--- src/rtl/seg7_count_display_pkg.sv ---
// rtl/seg7_count_display_pkg.sv - shared segment codes and scan-state encodings for the 7-segment display blocks
package seg7_count_display_pkg;

    // Active-low segment patterns, bit order {g,f,e,d,c,b,a}
    localparam logic [6:0] SEG_0     = 7'b1000000;
    localparam logic [6:0] SEG_1     = 7'b1111001;
    localparam logic [6:0] SEG_2     = 7'b0100100;
    localparam logic [6:0] SEG_3     = 7'b0110000;
    localparam logic [6:0] SEG_4     = 7'b0011001;
    localparam logic [6:0] SEG_5     = 7'b0010010;
    localparam logic [6:0] SEG_6     = 7'b0000010;
    localparam logic [6:0] SEG_7     = 7'b1111000;
    localparam logic [6:0] SEG_8     = 7'b0000000;
    localparam logic [6:0] SEG_9     = 7'b0010000;
    localparam logic [6:0] SEG_A     = 7'b0001000;
    localparam logic [6:0] SEG_B     = 7'b0000011;
    localparam logic [6:0] SEG_C     = 7'b1000110;
    localparam logic [6:0] SEG_D     = 7'b0100001;
    localparam logic [6:0] SEG_E     = 7'b0000110;
    localparam logic [6:0] SEG_F     = 7'b0001110;
    localparam logic [6:0] SEG_BLANK = 7'h7F;

    // Digit scan states; the encoding doubles as the digit index
    typedef enum logic [1:0] {
        D0 = 2'd0,
        D1 = 2'd1,
        D2 = 2'd2,
        D3 = 2'd3
    } scan_state_t;

endpackage

--- src/rtl/seg7_count_display_hex_to_seg7.sv ---
// rtl/seg7_count_display_hex_to_seg7.sv - combinational hex nibble to active-low 7-segment decoder
module hex_to_seg7
    import seg7_count_display_pkg::*;
(
    input  logic [3:0] nibble,
    output logic [6:0] seg
);

    // Map each hex value onto its glyph; lowercase b and d keep them distinct from 8 and 0
    always_comb begin
        seg = SEG_BLANK;
        case (nibble)
            4'h0: seg = SEG_0;
            4'h1: seg = SEG_1;
            4'h2: seg = SEG_2;
            4'h3: seg = SEG_3;
            4'h4: seg = SEG_4;
            4'h5: seg = SEG_5;
            4'h6: seg = SEG_6;
            4'h7: seg = SEG_7;
            4'h8: seg = SEG_8;
            4'h9: seg = SEG_9;
            4'hA: seg = SEG_A;
            4'hB: seg = SEG_B;
            4'hC: seg = SEG_C;
            4'hD: seg = SEG_D;
            4'hE: seg = SEG_E;
            4'hF: seg = SEG_F;
            default: seg = SEG_BLANK;
        endcase
    end

endmodule

--- src/rtl/seg7_count_display.sv ---
// rtl/seg7_count_display.sv - counter nibble + carry-wrap count on a 4-digit multiplexed display; SEG7_OVERFLOW_DP_EN adds a sticky overflow dp
module seg7_count_display
    import seg7_count_display_pkg::*;
#(
    parameter int SCAN_DIV = 16,
    parameter int WRAP_W   = 12
) (
    input  logic              clk,
    input  logic              rst,
    input  logic [3:0]        q,
    input  logic              rc,
    output logic [WRAP_W-1:0] wrap_cnt,
    output logic [3:0]        an,
    output logic [6:0]        seg,
    output logic              dp
);

    localparam logic [15:0] DIV_LAST = 16'(SCAN_DIV - 1);

    logic [3:0]          q_in_q, q_in_d;
    logic                rc_in_q, rc_in_d;
    logic                rc_prev_q, rc_prev_d;
    logic [WRAP_W-1:0]   wrap_cnt_q, wrap_cnt_d;
    logic [15:0]         div_q, div_d;
    scan_state_t         state_q, state_d;
    logic [WRAP_W+3:0]   snap_q, snap_d;
    logic [3:0]          an_q, an_d;
    logic [6:0]          seg_q, seg_d;
    logic                wrap_pulse;
    logic                tick;
    logic                frame_tick;
    logic [3:0]          digit;
    logic [6:0]          seg_code;

    // Input capture, wrap counting, scan divider, scan FSM and frame snapshot
    always_comb begin
        q_in_d     = q;
        rc_in_d    = rc;
        rc_prev_d  = rc_in_q;
        wrap_pulse = rc_in_q & ~rc_prev_q;
        wrap_cnt_d = wrap_pulse ? wrap_cnt_q + 1'b1 : wrap_cnt_q;
        tick       = (div_q == DIV_LAST);
        div_d      = tick ? 16'd0 : div_q + 16'd1;
        frame_tick = tick && (state_q == D3);
        state_d    = state_q;
        snap_d     = snap_q;
        if (tick) begin
            case (state_q)
                D0:      state_d = D1;
                D1:      state_d = D2;
                D2:      state_d = D3;
                default: state_d = D0;
            endcase
        end
        // Register value is pre-increment, so a same-cycle wrap lands in the next frame
        if (frame_tick) begin
            snap_d = {wrap_cnt_q, q_in_q};
        end
    end

    // Select the active digit's nibble from the frozen frame and its anode enable
    always_comb begin
        digit = snap_q[3:0];
        an_d  = 4'b1110;
        case (state_q)
            D0: begin digit = snap_q[3:0];   an_d = 4'b1110; end
            D1: begin digit = snap_q[7:4];   an_d = 4'b1101; end
            D2: begin digit = snap_q[11:8];  an_d = 4'b1011; end
            D3: begin digit = snap_q[15:12]; an_d = 4'b0111; end
            default: begin digit = snap_q[3:0]; an_d = 4'b1110; end
        endcase
        seg_d = seg_code;
    end

    hex_to_seg7 u_hex_to_seg7 (
        .nibble (digit),
        .seg    (seg_code)
    );

    // State and output registers; outputs blank immediately on reset
    always_ff @(posedge clk or posedge rst) begin
        if (rst) begin
            q_in_q     <= 4'd0;
            rc_in_q    <= 1'b0;
            rc_prev_q  <= 1'b0;
            wrap_cnt_q <= '0;
            div_q      <= 16'd0;
            state_q    <= D0;
            snap_q     <= '0;
            an_q       <= 4'b1111;
            seg_q      <= SEG_BLANK;
        end else begin
            q_in_q     <= q_in_d;
            rc_in_q    <= rc_in_d;
            rc_prev_q  <= rc_prev_d;
            wrap_cnt_q <= wrap_cnt_d;
            div_q      <= div_d;
            state_q    <= state_d;
            snap_q     <= snap_d;
            an_q       <= an_d;
            seg_q      <= seg_d;
        end
    end

    assign wrap_cnt = wrap_cnt_q;
    assign an       = an_q;
    assign seg      = seg_q;

`ifdef SEG7_OVERFLOW_DP_EN
    logic ovf_q, ovf_d;
    logic snap_ovf_q, snap_ovf_d;
    logic dp_q, dp_d;

    // Sticky overflow on FFF->000 roll, frozen per frame, lit on the most significant digit
    always_comb begin
        ovf_d      = ovf_q | (wrap_pulse & (wrap_cnt_q == '1));
        snap_ovf_d = frame_tick ? ovf_q : snap_ovf_q;
        dp_d       = ~((state_q == D3) & snap_ovf_q);
    end

    // Overflow and decimal-point registers
    always_ff @(posedge clk or posedge rst) begin
        if (rst) begin
            ovf_q      <= 1'b0;
            snap_ovf_q <= 1'b0;
            dp_q       <= 1'b1;
        end else begin
            ovf_q      <= ovf_d;
            snap_ovf_q <= snap_ovf_d;
            dp_q       <= dp_d;
        end
    end

    assign dp = dp_q;
`else
    assign dp = 1'b1;
`endif

endmodule

--- config.mk ---
export PLATFORM = sky130hd
export DESIGN_NAME = seg7_count_display
export DESIGN_NICKNAME = d
export VERILOG_FILES = /design/src/rtl/seg7_count_display_pkg.sv /design/src/rtl/seg7_count_display_hex_to_seg7.sv /design/src/rtl/seg7_count_display.sv
export SDC_FILE = /design/constraint.sdc
export NUM_CORES = 1
export LEC_CHECK = 0
export CAP_MARGIN = 5
export CELL_PAD_IN_SITES_DETAIL_PLACEMENT = 1
export CELL_PAD_IN_SITES_GLOBAL_PLACEMENT = 1
export CORE_ASPECT_RATIO = 1.4
export CORE_MARGIN = 1
export CORE_UTILIZATION = 49
export DETAILED_ROUTE_END_ITERATION = 6
export PLACE_DENSITY_LB_ADDON = 0.1
export SLEW_MARGIN = 20
export SYNTH_ARGS = -nofsm -noshare
export SYNTH_HDL_FRONTEND = slang
export SYNTH_SLANG_ARGS = --single-unit
--- constraint.sdc ---
create_clock -name clk -period 3.6 [get_ports clk]
set_clock_uncertainty 0.15 [all_clocks]
set_input_delay 0.36 -clock clk [delete_from_list [all_inputs] [get_ports clk]]
set_output_delay 0.36 -clock clk [all_outputs]
set_load 0.01 [all_outputs]
==> results_dict.tcl <==
set metrics [dict create \
    fill_cells 572 \
    fmax_ghz 0.374 \
    clk_path_buf_depth 2 \
    grt-ovfl-total 0 \
    powerDensity_mw_per_mm2 451 \
    critPathKind "flip-flop to flip-flop" \
    clkLatencyLatePin_ns 0.34 \
    cp-end-kind "flip-flop" \
    tritoncts "done" \
    slew_headroom_pct 56.2 \
    ys_seq_area_share_pct 56.0 \
    crit_required_ns 3.70 \
    status "complete, no violations" \
    leakagePower_nw 1.61 \
    clkSinkCount 63 \
    hold_violations 0 \
    via_count 1797 \
    yosysTopAreaCell "dfrtp_1" \
    start_util_pct 51.4 \
    yosys.cell_types.count 37 \
    holdBufCountCts 0 \
    via_per_inst 5.35 \
    layout-drive-gt1-share_pct 20.5 \
    routedWlPerCell_um 16.8 \
    finalWorstPathRequiredPeriod_ns 2.67 \
    areaGrowthSynthToFinish_pct 20.1 \
    final_common_cell "dfrtp_1" \
    grt_pass1_wl_mm 10.0 \
    diodes 0 \
    drv_slew 0 \
    dp_worst_setup_slack_ns 0.994 \
    setup_tns_ns 0 \
    dieArea_sq_mm 0.00610 \
    setup_ws_ns 0.925 \
    drtIter0Drc 89 \
    cts-htree-levels 3 \
    pin_count 31 \
    fin_nets 283 \
    path_max_fanout 6 \
    drc 0 \
    start_kind "flip-flop" \
    cts_resized 0 \
    dp_hpwl_mm 3.91 \
    maxCapViolCount 0 \
    place.port_buffers 29 \
    power.total_mw 1.54 \
    place_area_sq_mm 0.00321 \
    worst_slew_pin_slew_ns 0.652 \
    syn_nets 244 \
    final_area_sq_mm 0.00341 \
    synth.area.top_cells "dfrtp_1 (46%), dfstp_2 (10%), ha_1 (5.7%)" \
    numCtsBuffers 9 \
    firstDrtPassIters 4 \
    fin_crit_sh_pct 74.3 \
    routabilityCongestion 0.766 \
    yosysWarningCount 0 \
    antenna_found_initial 0 \
    die_w_um 66.3 \
    path_clk_slew_ns 0.07 \
    grtUsageTotal_pct 22.6 \
    hold_path.class "input port to async pin" \
    synth_top_area_share_pct 45.9 \
    netlist_area_sq_mm 0.00284 \
    post-cts-setup-buffer-count 0 \
    final-setup-viol-count 0 \
    crit_arrival_ns 2.77 \
    synthCells 224 \
    die_h_um 92.0 \
    avgSynthCellArea_sq_um 12.7 \
    grt_max_degree 27 \
    clockRootBuffer "clkbuf_8" \
    rows 32 \
    wl_mm 5.66 \
    fp.coreArea_sq_mm 0.00553 \
    layout_common_cells "dfrtp_1 (52), clkdlybuf4s50_1 (29), nand2_1 (19), xnor2_1 (17), ha_1 (13)" \
    synth_seq_cells 63 \
    grt_pass1_vias 2043 \
    rsz0062_at_grt "false" \
    ant_nets 0 \
    peakVddDrop_mv 0.373 \
]
flip-flops by register name, summed over array words and instances (netlist names):
name	flops
div_q	16
snap_q	16
wrap_cnt	12
seg	7
an	4
q_in_q	4
state_q	2
rc_in_q	1
rc_prev_q	1
report_power, final:
| group | internal, mW | switching [mW] |
|---|---|---|
| clock network | 0.334 | 0.278 |
| logic | 0.0775 | 0.0605 |
| registers | 0.738 | 0.0487 |
| total | 1.15 | 0.388 |
stage by stage:
stage / util, % / cells / hold WS [ns]
floorplan: - / 224 / 0.218
global placement: 58.1 / 320 / 0.230
detailed placement: 58.1 / 320 / 0.240
CTS: 61.7 / 336 / 0.176
global route: 61.7 / 336 / 0.232
finish: 61.7 / 336 / 0.166
worst max-delay path: stages, from the launching register on:
cell and delay (ns):
dfrtp_1 0.40, inv_1 0.10, ha_1 0.28, a22oi_1 0.24, nand2_1 0.08, mux2i_1 0.40
inv_1 0.18, ha_1 0.24, or3_1 0.38, o21ai_0 0.12
final cells by class:
class / count / area (sq um) / area share, %
clock buffers: 10 / 138 / 4.04
clock inverters: 6 / 60.1 / 1.76
inverters: 13 / 48.8 / 1.43
multi-input cells: 144 / 1170 / 34.4
flip-flops and latches: 63 / 1590 / 46.7
well taps: 68 / 85.1 / 2.50
repair buffers: 32 / 313 / 9.18
path summary, 6_finish.rpt:
| kind | startpoint | to | slack [ns] | cells after the start |
|---|---|---|---|---|
| min in group clk | rc_in_q | rc_prev_q | 0.26 | 0 |
| min reg2reg | rc_in_q | rc_prev_q | 0.26 | 0 |
| min | rst | div_q[2] | 0.17 | 2 |
| max reg2reg | state_q[0] | seg[4] | 0.93 | 9 |
| max in group asynchronous | rst | seg[1] | 2.40 | 3 |
| max | state_q[0] | seg[4] | 0.93 | 9 |
synthesized netlist by cell type, drive strengths merged:
master,number
a21oi,2
a221o,1
a222oi,3
a22oi,1
and2,3
and2b,1
and3,2
and4,2
buf,2
clkbuf,2
clkinv,1
conb,1
dfrtp,52
dfstp,11
ha,13
inv,12
mux2,18
mux2i,9
nand2,20
nand2b,1
nand3,3
nand4,9
nor2,12
nor2b,2
nor3,1
nor4,1
o21ai,2
o22ai,4
or2,2
or3,2
or4,3
xnor2,17
xor2,9
layer usage:
metal  wire length, um  up-vias  track usage, %
met5                 0        -               0
met4               134        0            11.2
met3               126       13            3.73
met2              3060       31            38.6
met1              2340      911            26.7
li1                  -      842               -
kinds of logic after synthesis:
family,count (synthesis),share of synthesized area (%)
other,1,0.132
DFF,63,56.0
buffers and inverters,17,2.65
AOI/OAI and AO/OA,13,3.26
xor gates and xnor gates,26,8.02
muxes,27,11.6
adders and majority gates,13,5.73
and+or+nand+nor,64,12.5
No activity file was read; power rests on OpenSTA's default activity.
